--- src/rtl/ram_arbiter_4.sv ---
// rtl/ram_arbiter_4.sv - four-requester round-robin arbiter for a single-port RAM
// Clears the whole RAM after reset, then grants one command per cycle.
module ram_arbiter_4 #(
  parameter int AW = 10,
  parameter int DW = 16
) (
  input  logic            clk,
  input  logic            rst,
  input  logic [3:0]      req_valid,
  input  logic [3:0]      req_we,
  input  logic [4*AW-1:0] req_addr,
  input  logic [4*DW-1:0] req_wdata,
  output logic [3:0]      req_ready,
  output logic            rsp_valid,
  output logic [1:0]      rsp_id,
  output logic [DW-1:0]   rsp_rdata,
  output logic            ram_en,
  output logic            ram_we,
  output logic [AW-1:0]   ram_addr,
  output logic [DW-1:0]   ram_din,
  input  logic [DW-1:0]   ram_dout,
  output logic            init_busy
);

  typedef enum logic {ST_INIT, ST_RUN} state_t;

  state_t        state_q, state_d;
  logic [AW-1:0] cnt_q, cnt_d;
  logic [1:0]    ptr_q, ptr_d;
  logic          rsp_valid_q, rsp_valid_d;
  logic [1:0]    rsp_id_q, rsp_id_d;

  logic          gnt_any;
  logic [1:0]    gnt_idx;
  logic [1:0]    cand;

  // Search starts just after the last granted index so it ends up lowest priority.
  always_comb begin
    gnt_any = 1'b0;
    gnt_idx = ptr_q;
    cand    = ptr_q;
    for (int k = 1; k <= 4; k++) begin
      cand = ptr_q + 2'(k);
      if (!gnt_any && req_valid[cand]) begin
        gnt_any = 1'b1;
        gnt_idx = cand;
      end
    end
  end

  always_comb begin
    state_d     = state_q;
    cnt_d       = cnt_q;
    ptr_d       = ptr_q;
    rsp_valid_d = 1'b0;
    rsp_id_d    = rsp_id_q;
    req_ready   = 4'b0000;
    ram_en      = 1'b0;
    ram_we      = 1'b0;
    ram_addr    = cnt_q;
    ram_din     = '0;
    if (state_q == ST_INIT) begin
      // Gating by rst keeps the RAM quiet while reset is held.
      ram_en = ~rst;
      ram_we = ~rst;
      cnt_d  = cnt_q + 1'b1;
      if (&cnt_q) begin
        state_d = ST_RUN;
      end
    end else if (gnt_any) begin
      ram_en             = 1'b1;
      ram_we             = req_we[gnt_idx];
      ram_addr           = req_addr[int'(gnt_idx)*AW +: AW];
      ram_din            = req_wdata[int'(gnt_idx)*DW +: DW];
      req_ready[gnt_idx] = 1'b1;
      ptr_d              = gnt_idx;
      if (!req_we[gnt_idx]) begin
        rsp_valid_d = 1'b1;
        rsp_id_d    = gnt_idx;
      end
    end
  end

  always_ff @(posedge clk or posedge rst) begin
    if (rst) begin
      state_q     <= ST_INIT;
      cnt_q       <= '0;
      ptr_q       <= 2'd3;
      rsp_valid_q <= 1'b0;
      rsp_id_q    <= 2'd0;
    end else begin
      state_q     <= state_d;
      cnt_q       <= cnt_d;
      ptr_q       <= ptr_d;
      rsp_valid_q <= rsp_valid_d;
      rsp_id_q    <= rsp_id_d;
    end
  end

  assign rsp_valid = rsp_valid_q;
  assign rsp_id    = rsp_id_q;
  assign rsp_rdata = ram_dout;
  assign init_busy = (state_q == ST_INIT);

endmodule

--- config.mk ---
export PLATFORM = sky130hd
export DESIGN_NAME = ram_arbiter_4
export DESIGN_NICKNAME = d
export VERILOG_FILES = /design/src/rtl/ram_arbiter_4.sv
export SDC_FILE = /design/constraint.sdc
export NUM_CORES = 1
export LEC_CHECK = 0
export ABC_AREA = 0
export CAP_MARGIN = 20
export CORE_MARGIN = 2
export CORE_UTILIZATION = 34
export CTS_CLUSTER_SIZE = 25
export DETAILED_ROUTE_END_ITERATION = 8
export GPL_TIMING_DRIVEN = 1
export PLACE_DENSITY = 0.87
export SETUP_SLACK_MARGIN = 0.3
export SYNTH_ARGS = -nofsm -noshare
export SYNTH_HDL_FRONTEND = slang
export SYNTH_SLANG_ARGS = --single-unit
--- constraint.sdc ---
create_clock -name clk -period 4.7 [get_ports clk]
set_input_delay 0.94 -clock clk [delete_from_list [all_inputs] [get_ports clk]]
set_output_delay 0.94 -clock clk [all_outputs]
set_load 0.02 [all_outputs]
== Yosys cells after proc, flatten, opt, wreduce, memory -nomap -nowiden ==
Index checks and enable logic that the tools add are counted.

* Register bits after elaboration: 16
* Output and inout bits: 52
* Word-level logic and storage cells: 66

* Add/sub/neg operators: 4
* $mul: 1
* $lt $le $gt $ge: 6
* Shifts and indexed selects: 2
* Muxes and demuxes: 35
* Bitwise gates (word level): 3
* Reductions and logical operators: 10

{| class="wikitable"
|+ Operators with widths
! cell !! number
|-
| variable part select 64 x 7 -> 16 bit || 1
|-
| variable part select 40 x 7 -> 10 bit || 1
|-
| 2-to-1 mux 16 bit || 2
|-
| 2-to-1 mux 10 bit || 2
|-
| 2-to-1 mux 1 bit || 19
|-
| < comparator 2 x 3 -> 1 bit, second input constant || 5
|-
| adder 10 x 1 -> 10 bit, second input constant || 1
|-
| binary-select mux 1 bit (select 2 bit) || 5
|-
| AND reduction 10 bit || 1
|-
| 2-to-1 mux 2 bit || 4
|-
| 2-to-1 mux 4 bit || 2
|-
| multiplier 2 x 3 -> 5 bit, second input constant || 1
|-
| adder 2 bit, second input constant || 2
|-
| logical AND 1 bit || 4
|-
| zero test 1 bit || 3
|-
| NOT 1 bit || 3
|-
| AND reduction 3 bit || 1
|-
| adder 2 x 1 -> 2 bit, second input constant || 1
|-
| demux 1 bit (select 2 bit) || 1
|-
| >= comparator 2 x 1 -> 1 bit, second input constant || 1
|-
| AND reduction 2 bit || 1
|}

== Logic depth before layout (Yosys ltp) ==
Gate-level depths: netlist (run 1).

* Depth in word-level cells: 19
* Depth in mapped cells: 7

== Worst setup path before layout (run 1) ==
No wires, ideal clock.

* Path kind: input port to output port
* Start: input port req_valid[3]
* End: output port ram_din[14]
* Arrival time: 2588 ps
* Data required time: 3760 ps
* Slack: 1172 ps
* Cell stages on the path: 6
* Buffers on the path: 1
* Cell sequence: nor2b_1 o21a_1 nor3_4 buf_6 mux4_2 and2_1

* Longest elaborated chain between the ends: 15

{| class="wikitable"
|+ Ends and longest elaborated chain
! element !! RTL line !! source
|-
| start: declaration || 9 || <nowiki>input logic [3:0] req_valid,</nowiki>
|-
| binary-select mux 1 bit (select 2 bit) || 44 || <nowiki>if (!gnt_any && req_valid[cand]) begin</nowiki>
|-
| 2-to-1 mux 1 bit (not written as such) || 44 ||
|-
| 2-to-1 mux 1 bit || 44 ||
|-
| zero test 1 bit || 44 ||
|-
| logical AND 1 bit || 44 ||
|-
| 2-to-1 mux 1 bit || 44 ||
|-
| zero test 1 bit || 44 ||
|-
| logical AND 1 bit || 44 ||
|-
| 2-to-1 mux 1 bit || 44 ||
|-
| zero test 1 bit || 44 ||
|-
| logical AND 1 bit || 44 ||
|-
| 2-to-1 mux 2 bit || 44 ||
|-
| variable part select 64 x 7 -> 16 bit || 74 || <nowiki>ram_din = req_wdata[int'(gnt_idx)*DW +: DW];</nowiki>
|-
| 2-to-1 mux 16 bit * || 70 || <nowiki>end else if (gnt_any) begin</nowiki>
|-
| 2-to-1 mux 16 bit * || 62 || <nowiki>if (state_q == ST_INIT) begin</nowiki>
|-
| end: declaration || 20 || <nowiki>output logic [DW-1:0] ram_din,</nowiki>
|}

Mark *: on every way between the ends. The rest lies on a longest branch, timed or not. The select of a mux whose other input is x is not followed.

== Final worst setup path (run 1) ==
* Start: input port req_valid[1]
* End: output port ram_din[0]

The elaborated chain is that of the path after synthesis.

==> impl_metrics.toml, run 1 <==
[final_layout]
fin_area_um2 = 3630
syn_to_final_growth_pct = 79.0
diodes = 0
nets = 483
utilization = 0.621
drive_gt1_frac = 0.105
nFillCells = 478
final_cells = 426

[power_and_ir_drop]
p_seq_frac = 0.286
power.net_switching_w = 0.000130
ir_worst_vdd_v = 0.000119
p_leak_nw = 1.70
p_comb_frac = 0.464
swShare = 0.262
power_density_nw_per_um2 = 137
clockPowerShare = 0.250
power.internal_w = 0.000367

[synthesis]
synth_warnings = 0
ys_seq_elements = 16
synth_fp_nets = 350
synthCells = 219
synth_area_um2 = 2030
async_flop_share = 1.00
seq_area_frac_synth = 0.199
yosys.area.top_type = "dfrtp_1"
synth_edf_count = 0
synth_area_leaders = "dfrtp_1 (17%), mux4_2 (14%), mux2i_1 (5.9%)"
synth.distinct_cells = 44
post-synth-top-area-fraction = 0.173
ys.flop_type = "dfrtp_1"
syn_avg_cell_area_um2 = 9.26

[timing]
relSlewSlack = 0.581
worstMarginPinSlew_ns = 0.628
fin_ws_ns = 0.272
finalClockSkew_ns = 0.00201
totalNegativeSetupSlack_ns = 0
min_period_ns = 4.43
hold_viol_final = 0
max_freq_mhz = 226
finalSetupViolations = 0
rsz0062_at_grt = "yes"
period_share = 0.942
final_max_slew_viol_count = 0

[global_routing]
grt_pass1_vias = 2287
grt_pass1_wl_um = 11200
grt_max_degree = 24
grt_usage = 0.218
antenna_found_initial = 0
grt_overflow = 0

[routing]
drt_iter0_drc = 116
ant_nets = 0
drcViolationCount = 0
wl_per_cell_um = 18.4
drt_wl_total_um = 7860
firstDrtPassIters = 4
routed_via_density = 5.44
via_count = 2317

[cts]
cts_buffers = 3
cts_max_path_buffers = 2
cts_num_sinks = 16
tritoncts = "yes"
clock_latency_ns = 0.25
holdBufCountCts = 0
ctsHtreeMaxLevel = 1
clk_pin_slew_ns = 0.06
cts_root_buf = "clkbuf_8"

[place]
placed_cells = 420
place_area_um2 = 3490
dp_hpwl_um = 6230
portBuffers = 149
gp_congestion = 0.924
place_ws_ns = -0.0201

[floorplan]
pin_count = 182
rows = 28
die_y_um = 81.2
start_util = 0.347
die_area_um2 = 6600
die_w_um = 81.2
core_um2 = 5850

[run_status]
status = "complete, no violations"

[worst_setup_path]
worstPathMaxFanout = 12
worstPathRequired_ns = 3.76
cp-end-kind = "output pin"
cp.arrival_ns = 3.49
critPathLaunchType = "input pin"
r2r_cells = 6
reg2reg_slack_ns = 2.52
crit_type = "in2out"

[job]
cap_violations = 0

[worst_hold_path]
min_path_cells = 2
min_path_type = "reg2reg"
## layout make-up
class	count	area (um2)	share of cell area
Inverter	3	11.3	0.00310
Sequential cell	16	403	0.111
Tap cell	75	93.8	0.0258
Multi-Input combinational cell	167	1410	0.389
Timing Repair Buffer	161	1650	0.456
Clock buffer	4	55.1	0.0152
## flip-flops by register name (all words and copies together), names as in the netlist
register,cells
rsp_id,2
ptr_q,2
cnt_q,10
state_q,1
rsp_valid,1
## kinds of logic after synthesis
logic type | after synthesis | share of synthesized area
flip-flops | 16 | 0.199
XOR/XNOR | 9 | 0.0389
buffers and inverters | 36 | 0.110
AO/OA/AOI/OAI | 49 | 0.172
multiplexers | 30 | 0.254
adder cells (fa/ha/maj) | 1 | 0.00617
AND/OR/NAND/NOR | 78 | 0.221
## cell usage in the layout, fill, tap and decap left out, types with 2 or more instances in the layout
cell             Yosys  final
dfrtp_1             14     14
o21ai_0             16     16
mux4_1               3      3
buf_4               16     10
and3_1               2      2
mux2_2               2      2
o211ai_1            10     10
dlymetal6s2s_1       0     18
inv_1                3      3
xnor2_1              8      8
mux4_2              13     13
and4_1              10     10
or4_1                2      2
a21o_1               2      2
clkdlybuf4s50_1      0    129
mux2i_1             12     12
dfstp_2              2      2
nor2_1               9      9
nand2b_1             4      4
nand2_1             18     18
clkbuf_8             0      4
o31a_1              10     10
and2_1              17     17
dlygate4sd2_1        0      2
nor3_4               1      2
nor2b_1              3      3
a41oi_1              2      2
nand3_1              7      7
## power groups by stage
stage	combinational [W]	sequential [W]	clock, W
after floorplan	0.000123	0.000144	0
after global placement	0.000217	0.000144	0
after detailed placement	0.000221	0.000145	0
after CTS	0.000222	0.000142	0.000125
after global routing	0.000245	0.000142	0.000131
final	0.000231	0.000142	0.000124
## final timing paths
| check | start | end |
|---|---|---|
| min reg2reg | ptr_q[0] | ptr_q[0] |
| min | ptr_q[0] | ptr_q[0] |
| max in group asynchronous | rst | rsp_valid |
| max | req_valid[1] | ram_din[0] |
| min in group asynchronous | rst | rsp_id[0] |
| max reg2reg | ptr_q[0] | rsp_id[1] |
## what timing repair did
item | 4_1_cts | 5_1_grt
pin swaps | 0 | 1
gates resized for setup | 3 | 19
setup buffers | 0 | 1
setup endpoints to repair | 26 | 24
cloned | 0 | 1
## cells in the mapped netlist (all sizes together) (3+ instances only)
master,instances
and2,17
and4,10
buf,20
clkbuf,13
dfrtp,14
inv,3
mux2i,12
mux4,16
nand2,18
nand2b,4
nand3,7
nor2,9
nor2b,3
o211ai,10
o21ai,16
o31a,10
xnor2,8
## per-layer routing
layer  up-vias  track usage  share of wire  routed length, um
met4         0       0.0712          0.019                147
met1      1136        0.275           0.40               3180
li1       1080            -              -                  -
met3        12       0.0333          0.049                383
met2        89        0.381           0.53               4150
met5         -            0              0                  0
## worst max-delay path: stages
cell and delay, ns:
clkdlybuf4s50_1 0.47, nor2b_1 0.18, o21a_1 0.21, nor3_4 0.24, buf_12 0.19, mux4_1 0.54
and2_1 0.17, clkdlybuf4s50_1 0.54
## per-stage QoR
stage               hold WS (ns)  total power [W]
global route               0.541         0.000519
finish                     0.517         0.000497
floorplan                  0.466         0.000266
global placement           0.486         0.000361
detailed placement         0.499         0.000366
CTS                        0.517         0.000489
Power figures use the tool's default switching activity.
==> run 2: changes to the inputs <==
- GPL_ROUTABILITY_DRIVEN: unset -> 0
==> results of run 2 <==
Final layout, timing and power as in run 1 (identical DEF).
